### config.mk
export PLATFORM = sky130hd
export DESIGN_NAME = grid_capture
export DESIGN_NICKNAME = d
export VERILOG_FILES = /design/src/rtl/grid_pkg.sv /design/src/rtl/grid_scan_ctrl.sv /design/src/rtl/grid_capture.sv
export SDC_FILE = /design/constraint.sdc
export NUM_CORES = 1
export LEC_CHECK = 0
export BUFFER_PORTS_ARGS = -buffer_cell sky130_fd_sc_hd__buf_2
export CAP_MARGIN = 20
export CELL_PAD_IN_SITES_DETAIL_PLACEMENT = 1
export CELL_PAD_IN_SITES_GLOBAL_PLACEMENT = 2
export CORE_MARGIN = 2
export CORE_UTILIZATION = 46
export CTS_BUF_LIST = sky130_fd_sc_hd__clkbuf_4
export CTS_CLUSTER_DIAMETER = 120
export CTS_CLUSTER_SIZE = 28
export DETAILED_ROUTE_END_ITERATION = 10
export PLACE_DENSITY_LB_ADDON = 0.1
export SETUP_SLACK_MARGIN = 0.02
export SYNTH_ARGS = -nofsm -noshare
export SYNTH_HDL_FRONTEND = slang
export SYNTH_SLANG_ARGS = --single-unit
### constraint.sdc
create_clock -name clock -period 8.4 [get_ports clock]
set_clock_uncertainty 0.05 [all_clocks]
set_input_delay 0.42 -clock clock [delete_from_list [all_inputs] [get_ports clock]]
set_output_delay 0.42 -clock clock [all_outputs]
set_load 0.01 [all_outputs]
### src/rtl/grid_pkg.sv
// Purpose: shared sizes, colour constants and scan FSM encoding for grid_capture.
// Latency: n/a (declarations only).
// Backpressure: n/a.
package grid_pkg;

    localparam int GRID_W_DEFAULT  = 16;
    localparam int GRID_H_DEFAULT  = 16;
    localparam int COORD_W_DEFAULT = 8;
    localparam int CNT_W_DEFAULT   = 9;

    localparam logic [2:0] COLOUR_DEAD  = 3'b000;
    localparam logic [2:0] COLOUR_ALIVE = 3'b111;

    typedef enum logic [1:0] {
        ST_IDLE = 2'd0,
        ST_SCAN = 2'd1,
        ST_DONE = 2'd2
    } scan_state_e;

endpackage

### src/rtl/grid_scan_ctrl.sv
// Purpose: row-major scan-out sequencer (IDLE/SCAN/DONE) with x/y counters and valid/ready beat register.
// Latency: first beat valid 1 cycle after scan_start_i; one beat per cycle while ready is high.
// Backpressure: beat (coords + alive) holds while rd_ready_i is low; scan_start_i ignored unless IDLE.
// Ports: scan_start_i/rd_ready_i in; ld_* tells the owner of the cell store which cell loads this
// edge and takes back its (write-bypassed) value on ld_alive_i; rd_*/busy_o/scan_done_o out.
module grid_scan_ctrl
    import grid_pkg::*;
#(
    parameter int GRID_W  = GRID_W_DEFAULT,
    parameter int GRID_H  = GRID_H_DEFAULT,
    parameter int COORD_W = COORD_W_DEFAULT
) (
    input  logic               clock,
    input  logic               reset_n,
    input  logic               scan_start_i,
    input  logic               rd_ready_i,
    input  logic               ld_alive_i,
    output logic               ld_en_o,
    output logic [COORD_W-1:0] ld_x_o,
    output logic [COORD_W-1:0] ld_y_o,
    output logic               rd_valid_o,
    output logic [COORD_W-1:0] rd_x_o,
    output logic [COORD_W-1:0] rd_y_o,
    output logic               rd_alive_o,
    output logic               busy_o,
    output logic               scan_done_o
);

    localparam logic [COORD_W-1:0] X_LAST = COORD_W'(GRID_W - 1);
    localparam logic [COORD_W-1:0] Y_LAST = COORD_W'(GRID_H - 1);

    scan_state_e        state_q, state_d;
    logic [COORD_W-1:0] x_q, y_q;
    logic               alive_q;

    always_ff @(posedge clock or negedge reset_n) begin
        if (!reset_n) begin
            state_q <= ST_IDLE;
            x_q     <= '0;
            y_q     <= '0;
            alive_q <= 1'b0;
        end else begin
            state_q <= state_d;
            if (ld_en_o) begin
                x_q     <= ld_x_o;
                y_q     <= ld_y_o;
                alive_q <= ld_alive_i;
            end
        end
    end

    always_comb begin
        state_d = state_q;
        ld_en_o = 1'b0;
        ld_x_o  = '0;
        ld_y_o  = '0;
        unique case (state_q)
            ST_IDLE: begin
                if (scan_start_i) begin
                    state_d = ST_SCAN;
                    ld_en_o = 1'b1;
                end
            end
            ST_SCAN: begin
                if (rd_ready_i) begin
                    if (x_q == X_LAST && y_q == Y_LAST) begin
                        state_d = ST_DONE;
                    end else begin
                        ld_en_o = 1'b1;
                        if (x_q == X_LAST) begin
                            ld_x_o = '0;
                            ld_y_o = y_q + 1'b1;
                        end else begin
                            ld_x_o = x_q + 1'b1;
                            ld_y_o = y_q;
                        end
                    end
                end
            end
            ST_DONE: begin
                state_d = ST_IDLE;
            end
            default: begin
                state_d = ST_IDLE;
            end
        endcase
    end

    // Valid is a pure decode of SCAN so an asynchronous reset drops it in the same instant.
    assign rd_valid_o  = (state_q == ST_SCAN);
    assign busy_o      = (state_q == ST_SCAN);
    assign scan_done_o = (state_q == ST_DONE);
    assign rd_x_o      = x_q;
    assign rd_y_o      = y_q;
    assign rd_alive_o  = alive_q;

endmodule

### src/rtl/grid_capture.sv
// Purpose: snoops the plot bus into a 1-bit-per-cell grid, keeps a live-cell count, offers row-major readout.
// Latency: plot -> cell/live_count 1 cycle; scan_start -> first beat 1 cycle, then 1 beat/cycle.
// Backpressure: plot bus never stalled; readout beats hold while rd_ready is low.
// Ports: x/y/colour/plot = plot bus (input only); scan_start/rd_ready + rd_* = readout stream;
// scan_done/busy = scan status; live_count = alive cells; oob_write = sticky out-of-range plot flag.
module grid_capture
    import grid_pkg::*;
#(
    parameter int GRID_W  = GRID_W_DEFAULT,
    parameter int GRID_H  = GRID_H_DEFAULT,
    parameter int COORD_W = COORD_W_DEFAULT,
    parameter int CNT_W   = CNT_W_DEFAULT
) (
    input  logic               clock,
    input  logic               reset_n,
    input  logic [COORD_W-1:0] x,
    input  logic [COORD_W-1:0] y,
    input  logic [2:0]         colour,
    input  logic               plot,
    input  logic               scan_start,
    input  logic               rd_ready,
    output logic               rd_valid,
    output logic [COORD_W-1:0] rd_x,
    output logic [COORD_W-1:0] rd_y,
    output logic               rd_alive,
    output logic               scan_done,
    output logic               busy,
    output logic [CNT_W-1:0]   live_count,
    output logic               oob_write
);

    localparam int N_CELLS = GRID_W * GRID_H;
    localparam int IDX_W   = $clog2(N_CELLS);

    function automatic logic [IDX_W-1:0] cell_idx(input logic [COORD_W-1:0] cx,
                                                  input logic [COORD_W-1:0] cy);
        return IDX_W'(int'(cy) * GRID_W + int'(cx));
    endfunction

    logic [N_CELLS-1:0] cells_q, cells_d;
    logic [CNT_W-1:0]   count_q, count_d;
    logic               oob_q, oob_d;

    logic               in_range;
    logic               wr_en;
    logic               wr_alive;
    logic [IDX_W-1:0]   wr_idx;
    logic               old_alive;

    logic               ld_en;
    logic [COORD_W-1:0] ld_x, ld_y;
    logic               ld_alive;

    assign in_range  = (x < COORD_W'(GRID_W)) && (y < COORD_W'(GRID_H));
    assign wr_en     = plot && in_range;
    assign wr_alive  = (colour != COLOUR_DEAD);
    assign wr_idx    = cell_idx(x, y);
    assign old_alive = cells_q[wr_idx];

    always_comb begin
        cells_d = cells_q;
        count_d = count_q;
        oob_d   = oob_q | (plot & ~in_range);
        if (wr_en) begin
            cells_d[wr_idx] = wr_alive;
            // Only real state changes move the count, so it stays within 0..N_CELLS.
            if (wr_alive && !old_alive) begin
                count_d = count_q + 1'b1;
            end else if (!wr_alive && old_alive) begin
                count_d = count_q - 1'b1;
            end
        end
    end

    // Sampling the next-state grid gives write-bypass when a plot hits the cell being loaded.
    assign ld_alive = cells_d[cell_idx(ld_x, ld_y)];

    always_ff @(posedge clock or negedge reset_n) begin
        if (!reset_n) begin
            cells_q <= '0;
            count_q <= '0;
            oob_q   <= 1'b0;
        end else begin
            cells_q <= cells_d;
            count_q <= count_d;
            oob_q   <= oob_d;
        end
    end

    assign live_count = count_q;
    assign oob_write  = oob_q;

    grid_scan_ctrl #(
        .GRID_W  (GRID_W),
        .GRID_H  (GRID_H),
        .COORD_W (COORD_W)
    ) u_scan (
        .clock        (clock),
        .reset_n      (reset_n),
        .scan_start_i (scan_start),
        .rd_ready_i   (rd_ready),
        .ld_alive_i   (ld_alive),
        .ld_en_o      (ld_en),
        .ld_x_o       (ld_x),
        .ld_y_o       (ld_y),
        .rd_valid_o   (rd_valid),
        .rd_x_o       (rd_x),
        .rd_y_o       (rd_y),
        .rd_alive_o   (rd_alive),
        .busy_o       (busy),
        .scan_done_o  (scan_done)
    );

endmodule

Word level (Yosys, flattened, before mapping):

Index checks and enable logic that the tools add are counted.

* bits in registers: 285
* word-level logic and storage cells: 67
* output and inout bits: 30
* bits of input ports: 24

* reductions and logical operators: 13
* equal/unequal tests: 7
* bitwise logic cells: 3
* $add $sub $neg: 6
* mux-type cells: 26
* magnitude comparators: 5

Operator list (number)
* bitwise mux 256 bit: 1
* 2-to-1 mux 256 bit: 1
* 2-to-1 mux 8 bit: 8
* less-than comparator 8 x 9 -> 1 bit (second input constant): 2
* 2-to-1 mux 9 bit: 2
* adder 8 x 1 -> 8 bit (second input constant): 2
* adder 8 bit: 2
* binary-select mux 1 bit (select 8 bit): 2
* == test 8 x 4 -> 1 bit (second input constant): 2
* less-than comparator 8 x 5 -> 1 bit (second input constant): 2
* adder 9 x 1 -> 9 bit (second input constant): 1
* subtractor 9 x 1 -> 9 bit (second input constant): 1
* demux 1 bit (select 8 bit): 1
* greater-or-equal comparator 8 x 1 -> 1 bit (second input constant): 1
* logical AND 1 bit: 6
* 2-to-1 mux 1 bit: 6
* 2-to-1 mux 2 bit: 3
* inequality test 2 bit (second input constant): 2
* case mux 2 bit (2 select lines): 1
* AND reduction 3 bit: 1
* nonzero test 3 bit: 1
* == test 2 x 1 -> 1 bit (second input constant): 1
* == test 2 bit (second input constant): 1
* logical NOT 1 bit: 2
* 8 further kinds: 8

Depth between registers and ports, before layout:

Gate-level depths: netlist (run 1).

* depth in word-level cells: 9
* depth in mapped cells: 24
* gate-level depth less buffers: 20

Modules after synthesis:

A second synthesis (run 1) with hierarchy kept.

* cells, all modules: 1899
* area total of the unflattened synthesis: 19347.3 sq um

Modules (own cells, without submodules)
* grid_capture: times used 1, sequential area each 6656.4 sq um, area each 18210.0 sq um, cells an instance 1773
* grid_scan_ctrl: times used 1, sequential area each 475.5 sq um, area each 1137.3 sq um, cells an instance 126

Worst setup path before layout (run 1):

No wires, ideal clock.

* path kind: input to register
* start point: input x[0]
* end point: register count_q[8], in the netlist live_count[8]
* setup time: 125 ps
* data required time: 8225 ps
* path buffers: 4
* cell stages on the path: 22
* slack: 2862 ps
* arrival time: 5363 ps
* cells stage by stage: clkbuf_1 > buf_2 > buf_2 > buf_1 > mux4_2 > mux4_2 > a21oi_1 > nor2_1 > a2111oi_0 > ha_1 > inv_1 > ha_1 > nor2b_1 > o21ai_0 > nand2b_1 > a21oi_1 > o21bai_1 > a21o_1 > a21oi_1 > xnor2_1 > nor2_1 > xor2_1

* word-level cells in the longest chain between the ends: 7
* elaborated cells between the ends (all ways): 12
* classes of those cells: add/sub: 1; order compare: 1; mux: 3; reduce/logical: 7

Ends and longest elaborated chain
* from (decl): line grid_capture.sv:16 `input logic [COORD_W-1:0] x,`
* adder 8 bit: line grid_capture.sv:37 `return IDX_W'(int'(cy) * GRID_W + int'(cx));`
* binary-select mux 1 bit (select 8 bit): line grid_capture.sv:58 `assign old_alive = cells_q[wr_idx];`
* 2-to-1 mux 1 bit (not written as such): line grid_capture.sv:58
* logical NOT 1 bit: line grid_capture.sv:67 `if (wr_alive && !old_alive) begin`
* logical AND 1 bit: line grid_capture.sv:67
* nonzero test 2 bit (no source line)
* AND reduction 2 bit (no source line)
* to (signal assigned): line grid_capture.sv:85 `count_q <= count_d;`
* to (decl): line grid_capture.sv:41 `logic [CNT_W-1:0] count_q, count_d;`

Parallel ways exist; a longest one is shown, timed or not. The select of a mux whose other input is x is not followed.
A chain may end at the register's enable or synchronous reset.

Worst setup path after layout (run 1):

Ends and elaborated chain as after synthesis.

==> impl_metrics.env, run 1 <==
export IMPL_outcome="finished, final reports clean"
export IMPL_fin_crit_sh=0.654
export IMPL_synth_top_flop_cell="dfrtp_1"
export IMPL_wl_met2_mm=39.7
export IMPL_clock_sinks=285
export IMPL_setup_viol=0
export IMPL_drc=0
export IMPL_final_common_cell="dfrtp_1"
export IMPL_grt_use_total=0.428
export IMPL_area_growth_pct=7.06
export IMPL_avgSynthCellArea_um2=9.92
export IMPL_hold_class="input port to async pin"
export IMPL_required_ns=9.11
export IMPL_syn_inst=1944
export IMPL_die_area_um2=43600
export IMPL_hpwl_mm=63.4
export IMPL_cts_resized=0
export IMPL_cts_max_level=1
export IMPL_port_buffers=53
export IMPL_synth_nets=1987
export IMPL_finalMaxSlewViolations=0
export IMPL_drt_initial_drc_count=2415
export IMPL_drive_gt1_frac=0.199
export IMPL_finalNetCount=1972
export IMPL_routed_top_layer="met5"
export IMPL_place_congestion=1.03
export IMPL_synthesis_area_um2=19300
export IMPL_grt_overflow=0
export IMPL_critPathKind="input port to register"
export IMPL_clock_path_buffers=3
export IMPL_nFillCells=4630
export IMPL_synth_edff_count=0
export IMPL_worstSetupStartpointType="input port"
export IMPL_ys_async_sr_fraction=1.00
export IMPL_worst_pin_slew_ns=1.22
export IMPL_rsz0062_at_grt="false"
export IMPL_start_util=0.463
export IMPL_cts_root_buf="clkbuf_4"
export IMPL_clk_pin_slew_worst_paths_ns=0.34
export IMPL_grt_pass1_wl_mm=137
export IMPL_cts_buffers=14
export IMPL_grt_pass1_vias=19200
export IMPL_io_pin_count=54
export IMPL_antenna_found_initial=5
export IMPL_drt_antenna_violating_nets=0
export IMPL_rows=75
export IMPL_yosys_warnings=0
export IMPL_tritoncts="done"
export IMPL_grt_max_degree=166
export IMPL_post_cts_setup_buffer_count=0
export IMPL_leakagePower_nw=8.71
export IMPL_met3WireLength_mm=11.3
export IMPL_wirelength_mm=93.8
export IMPL_core_area_um2=41700
export IMPL_slew_headroom=0.189
export IMPL_clk_latency_ns=0.84
export IMPL_layout_common_cells="dfrtp_1 (285), a21oi_1 (169), nor2_1 (110)"
export IMPL_die_w_um=209
export IMPL_p_per_area_nw_per_um2=164
export IMPL_crit_path_end_kind="register"
export IMPL_yosys_register_bits=285
export IMPL_dr_pass1_iters=5
export IMPL_crit_arrival_ns=6.20
export IMPL_tns_ns=0
export IMPL_finalHoldViolCount=0
export IMPL_wl_met1_mm=35.7
export IMPL_min_period_ns=5.49
export IMPL_peakVddDrop_v=0.000145
export IMPL_crit_path_max_fanout=42
export IMPL_max_freq_mhz=182
export IMPL_cap_viol_max_count=0
export IMPL_holdWs_ns=0.0134
export IMPL_num_vias=19000
export IMPL_dieHeight_um=209
export IMPL_yosys_cell_types_count=96
export IMPL_vias_per_cell=7.69
export IMPL_wire_per_inst_um=37.9
export IMPL_ys_seq_area_frac=0.370
-- logic make-up (layout without fill, tap and decap cells) --
family / count (synthesis) / count (layout) / synth area share
AO/OA/AOI/OAI: 750 / 750 / 0.271
AND/OR/NAND/NOR: 407 / 407 / 0.113
flip-flops: 285 / 285 / 0.370
buffers and inverters: 246 / 234 / 0.0520
multiplexers: 209 / 209 / 0.166
XOR/XNOR: 28 / 28 / 0.0146
adder cells (fa/ha/maj): 19 / 19 / 0.0135
other: 0 / 4 / 0
-- synthesized netlist by cell type, drive strengths merged (22+ instances only) --
library cell,number,area (um^2)
a31oi,103,644
nand3,23,115
o2111ai,22,193
buf,69,338
nor2,112,423
dfrtp,285,7130
nor3,32,165
o211ai,73,553
a21oi,171,863
inv,49,184
mux2,64,721
nor4,36,380
o21ai,52,272
mux2i,62,621
nand4,26,169
nand2,104,390
mux4,83,1870
o31ai,26,195
clkbuf,127,477
a211oi,99,753
-- power breakdown --
part	switching (W)	total, W	internal, W
clock	0.000495	0.000591	0.0000959
sequential	0.0000301	0.00142	0.00139
combinational	0.00104	0.00137	0.000328
-- worst max-delay path, stage by stage --
cell,delay [ns]
buf_4,0.61
buf_12,0.38
mux4_2,0.55
mux4_2,0.52
mux4_2,0.54
nand2_1,0.10
a21oi_1,0.07
a2111oi_0,0.55
buf_4,0.23
ha_1,0.23
inv_1,0.16
ha_1,0.35
nor2b_1,0.14
o21ai_0,0.14
nand2b_1,0.11
a21oi_1,0.18
o21bai_1,0.12
a21o_1,0.19
a21oi_1,0.16
xnor2_1,0.14
nor2_1,0.06
xor2_1,0.16
-- path summary, 6_finish.rpt --
path | from | endpoint | slack, ns | depth (start not counted)
worst max-delay path | x[0] | live_count[8]$_DFFE_PN0P_ | 2.91 | 22
max in group asynchronous | reset_n | cells_q[155]$_DFF_PN0_ | 6.69 | 3
worst min-delay path | reset_n | cells_q[200]$_DFF_PN0_ | 0.01 | 2
worst max register to register | u_scan.rd_x_o[5]$_DFFE_PN0P_ | u_scan.rd_alive_o$_DFFE_PN0P_ | 2.95 | 11
min in group clock | y[4] | cells_q[80]$_DFF_PN0_ | 0.18 | 6
worst min register to register | oob_write$_DFF_PN0_ | oob_write$_DFF_PN0_ | 0.46 | 1
-- sequential cells by signal (all words and copies together) (netlist names) --
| name | count |
|---|---|
| u_scan.rd_x_o | 8 |
| live_count | 9 |
| u_scan.state_q | 2 |
| oob_write | 1 |
| u_scan.rd_y_o | 8 |
| u_scan.rd_alive_o | 1 |
| cells_q | 256 |
-- stage by stage --
step	std cells	area, um^2	worst slack [ns]	total power [W]	util
finish	2475	20600	2.91	0.00338	0.496
global route	2472	20600	2.54	0.00344	0.495
CTS	2468	20600	2.91	0.00331	0.494
detailed placement	2444	20400	2.01	0.00273	0.489
global placement	2443	20400	1.99	0.00271	0.489
floorplan	1944	19300	2.86	0.00211	-
-- area by class of cell --
type,count,area (um^2),share of cell area
clock buffer,16,120,0.00582
multi-input combinational,1413,11300,0.546
sequential,285,7130,0.345
timing repair buffer,165,1210,0.0588
inverter,50,189,0.00915
antenna,4,10.0,0.000485
clock inverter,3,28.8,0.00139
tap,539,674,0.0327
-- per-layer routing --
layer,vias up,GRT usage
li1,7614,-
met1,9664,0.551
met2,1317,0.630
met3,418,0.134
met4,10,0.262
met5,-,0
-- timing repair --
item / CTS / global route
setup endpoints to repair: 0 / 0
hold buffers: 5 / 0
hold endpoints to repair: 69 / 0
(Power assumes the default switching activity.)
==> run 2, diff against run 1 <==
--- a/config.mk
+++ b/config.mk
@@ -5,12 +5,13 @@
 export SDC_FILE = /design/constraint.sdc
 export NUM_CORES = 1
 export LEC_CHECK = 0
+export ABC_AREA = 1
 export BUFFER_PORTS_ARGS = -buffer_cell sky130_fd_sc_hd__buf_2
 export CAP_MARGIN = 20
 export CELL_PAD_IN_SITES_DETAIL_PLACEMENT = 1
 export CELL_PAD_IN_SITES_GLOBAL_PLACEMENT = 2
 export CORE_MARGIN = 2
-export CORE_UTILIZATION = 46
+export CORE_UTILIZATION = 39
 export CTS_BUF_LIST = sky130_fd_sc_hd__clkbuf_4
 export CTS_CLUSTER_DIAMETER = 120
 export CTS_CLUSTER_SIZE = 28
==> constraint.sdc (replaced) <==
create_clock -name clock -period 5.1 [get_ports clock]
set_clock_uncertainty 0.05 [all_clocks]
set_input_delay 0.255 -clock clock [delete_from_list [all_inputs] [get_ports clock]]
set_output_delay 0.255 -clock clock [all_outputs]
set_load 0.01 [all_outputs]
==> impl_metrics.env, run 2 <==
export IMPL_port_buffers=53
export IMPL_cts_resized=0
export IMPL_crit_arrival_ns=5.31
export IMPL_clock_sinks=285
export IMPL_hpwl_mm=54.4
export IMPL_io_pin_count=54
export IMPL_syn_inst=2482
export IMPL_largest_reg_flops=256
export IMPL_start_util=0.395
export IMPL_synth_top_flop_cell="dfrtp_1"
export IMPL_post_cts_setup_buffer_count=0
export IMPL_worstSetupStartpointType="register"
export IMPL_yosys_warnings=0
export IMPL_tns_ns=0
export IMPL_worst_pin_slew_ns=1.20
export IMPL_crit_path_max_fanout=5
export IMPL_regMostFlops="cells_q"
export IMPL_drt_initial_drc_count=2061
export IMPL_multiInputGateArea_um2=10000
export IMPL_leakagePower_nw=9.08
export IMPL_required_ns=5.78
export IMPL_p_int_w=0.00311
export IMPL_clkPwrFrac=0.209
export IMPL_antenna_found_initial=5
export IMPL_numPlacedInstances=3068
export IMPL_clk_pin_slew_worst_paths_ns=0.30
export IMPL_holdBufCountCts=12
export IMPL_setup_viol=0
export IMPL_synth_edff_count=0
export IMPL_area_growth_pct=8.36
export IMPL_layout_area_seq_um2=7130
export IMPL_grt_use_total=0.353
export IMPL_p_per_area_nw_per_um2=267
export IMPL_finalHoldViolCount=0
export IMPL_place_congestion=0.891
export IMPL_yosysTopAreaCell="dfrtp_1"
export IMPL_yosys_register_bits=285
export IMPL_slowest_stage="a221oi_1"
export IMPL_synth_area_top_cells="dfrtp_1 (38%), nand3_1 (20%), and2_1 (8.1%)"
export IMPL_outcome="finished, final reports clean"
export IMPL_rows=80
export IMPL_yosysMostFrequentCell="nand3_1"
export IMPL_combPwrFrac=0.359
export IMPL_crit_path_end_kind="register"
export IMPL_num_vias=19800
export IMPL_worst_path_most_repeated_cell="nor2_1"
export IMPL_final_common_cell="nand3_1"
export IMPL_synthesis_area_um2=18800
export IMPL_switching_share=0.429
export IMPL_hold_class="input port to register"
export IMPL_grt_overflow=0
export IMPL_cts_buffers=15
export IMPL_avgSynthCellArea_um2=7.58
export IMPL_drc=0
export IMPL_die_area_um2=50000
export IMPL_ys_async_sr_fraction=1.00
export IMPL_grt_pass1_vias=20200
export IMPL_synth_common_cells="nand3_1 (758), dfrtp_1 (285), and2_1 (244)"
export IMPL_slew_headroom=0.198
export IMPL_critPathTopFamily="compound AO/OA/AOI/OAI gates"
export IMPL_finalNetCount=2525
export IMPL_cts_root_buf="clkbuf_4"
export IMPL_tritoncts="done"
export IMPL_finalMaxSlewViolations=0
export IMPL_layout_cells_non_filler=3104
export IMPL_seq_power_share=0.431
export IMPL_drt_antenna_violating_nets=0
export IMPL_wirelength_mm=88.8
export IMPL_die_w_um=224
export IMPL_nFillCells=5941
export IMPL_peakVddDrop_v=0.000253
export IMPL_wire_per_inst_um=28.6
export IMPL_crit_buf_inv=1
export IMPL_cts_max_level=1
export IMPL_p_switching_w=0.00233
export IMPL_max_freq_mhz=216
export IMPL_slowest_delay_ns=0.52
export IMPL_drive_gt1_frac=0.0977
export IMPL_cap_viol_max_count=0
export IMPL_ys_seq_area_frac=0.379
export IMPL_clk_latency_ns=0.89
export IMPL_layout_common_cells="nand3_1 (758), dfrtp_1 (285), and2_1 (244)"
export IMPL_yosys_cell_types_count=44
export IMPL_critPathKind="register to register"
export IMPL_vias_per_cell=6.38
export IMPL_synth_nets=2525
export IMPL_grt_pass1_wl_mm=133
export IMPL_rsz0062_at_grt="false"
export IMPL_clock_path_buffers=3
export IMPL_dr_pass1_iters=5
export IMPL_min_period_ns=4.62
export IMPL_synth_top_area_frac=0.379
export IMPL_core_area_um2=47600
export IMPL_fin_crit_sh=0.907
export IMPL_grt_max_degree=144
export IMPL_dieHeight_um=224
[run 2: cell count changes after synthesis, sizes merged, moves of 64 or more]
cell / delta
inv: +200
o21ai: +162
a31oi: -103
o21bai: +88
nand3: +740
a21oi: -162
and2: +232
mux2: -64
mux4: -83
a211oi: -95
[run 2: power groups by stage]
stage / combinational, W / sequential (W) / clock [W]
detailed placement: 0.00191 / 0.00238 / 0
floorplan: 0.00104 / 0.00239 / 0
CTS: 0.00193 / 0.00235 / 0.00117
finish: 0.00196 / 0.00235 / 0.00114
global placement: 0.00190 / 0.00238 / 0
global route: 0.00207 / 0.00236 / 0.00122
[run 2: cell type report]
type,count,area share
timing repair buffer,161,0.0630
antenna,2,0.000245
sequential,285,0.350
clock inverter,7,0.00595
inverter,251,0.0463
clock buffer,15,0.00552
tap,615,0.0377
multi-input combinational,1768,0.492
[run 2: metal layers]
layer,track usage,up-vias,part of all wire
met3,0.0442,230,0.069
met5,0,-,0.00015
met1,0.471,10100,0.42
met2,0.573,873,0.46
met4,0.163,2,0.053
li1,-,8601,-
[run 2: worst paths after layout]
check	endpoint	cells past startpoint	from	slack (ns)
min in group asynchronous	cells_q[185]$_DFF_PN0_	4	reset_n	0.53
max in group asynchronous	cells_q[202]$_DFF_PN0_	4	reset_n	3.70
worst max register to register	live_count[8]$_DFFE_PN0P_	25	cells_q[0]$_DFF_PN0_	0.48
worst min-delay path	cells_q[113]$_DFF_PN0_	5	colour[1]	0.01
worst max-delay path	live_count[8]$_DFFE_PN0P_	25	cells_q[0]$_DFF_PN0_	0.48
worst min register to register	live_count[8]$_DFFE_PN0P_	1	live_count[8]$_DFFE_PN0P_	0.45
[run 2: cell families after synthesis]
kind of cell,synth area share
flops,0.379
compound gates,0.162
fa+ha+maj,0.0138
buf+inv,0.0924
xor+xnor,0.00798
simple gates,0.345
[run 2: stage by stage]
step	total power (W)	setup WS (ns)	area, um^2	util	hold WS, ns
2_1_floorplan	0.00344	0.912	18800	-	-0.0906
6_report	0.00544	0.476	20400	0.428	0.0139
3_3_place_gp	0.00428	0.286	20000	0.420	0.275
3_5_place_dp	0.00430	0.200	20000	0.420	0.273
5_1_grt	0.00565	0.0496	20400	0.428	0.0821
4_1_cts	0.00545	0.525	20400	0.428	0.0674
[run 2: worst register-to-register path: stages (launching register included)]
cell      delay, ns
dfrtp_1        0.47
a22oi_1        0.21
o221ai_1       0.15
a22o_1         0.21
a221oi_1       0.52
o221ai_1       0.21
nand2_1        0.10
nand2_1        0.08
nor2_1         0.33
ha_1           0.29
inv_1          0.12
ha_1           0.35
nand2_1        0.09
nor2_1         0.04
a211oi_1       0.30
nor2_1         0.07
nor2_1         0.09
nor2_1         0.05
nor2_1         0.08
nor2_1         0.06
nor2_1         0.09
nor2_1         0.06
nor2_1         0.09
nor2_1         0.05
nor3_1         0.17
xor2_1         0.16
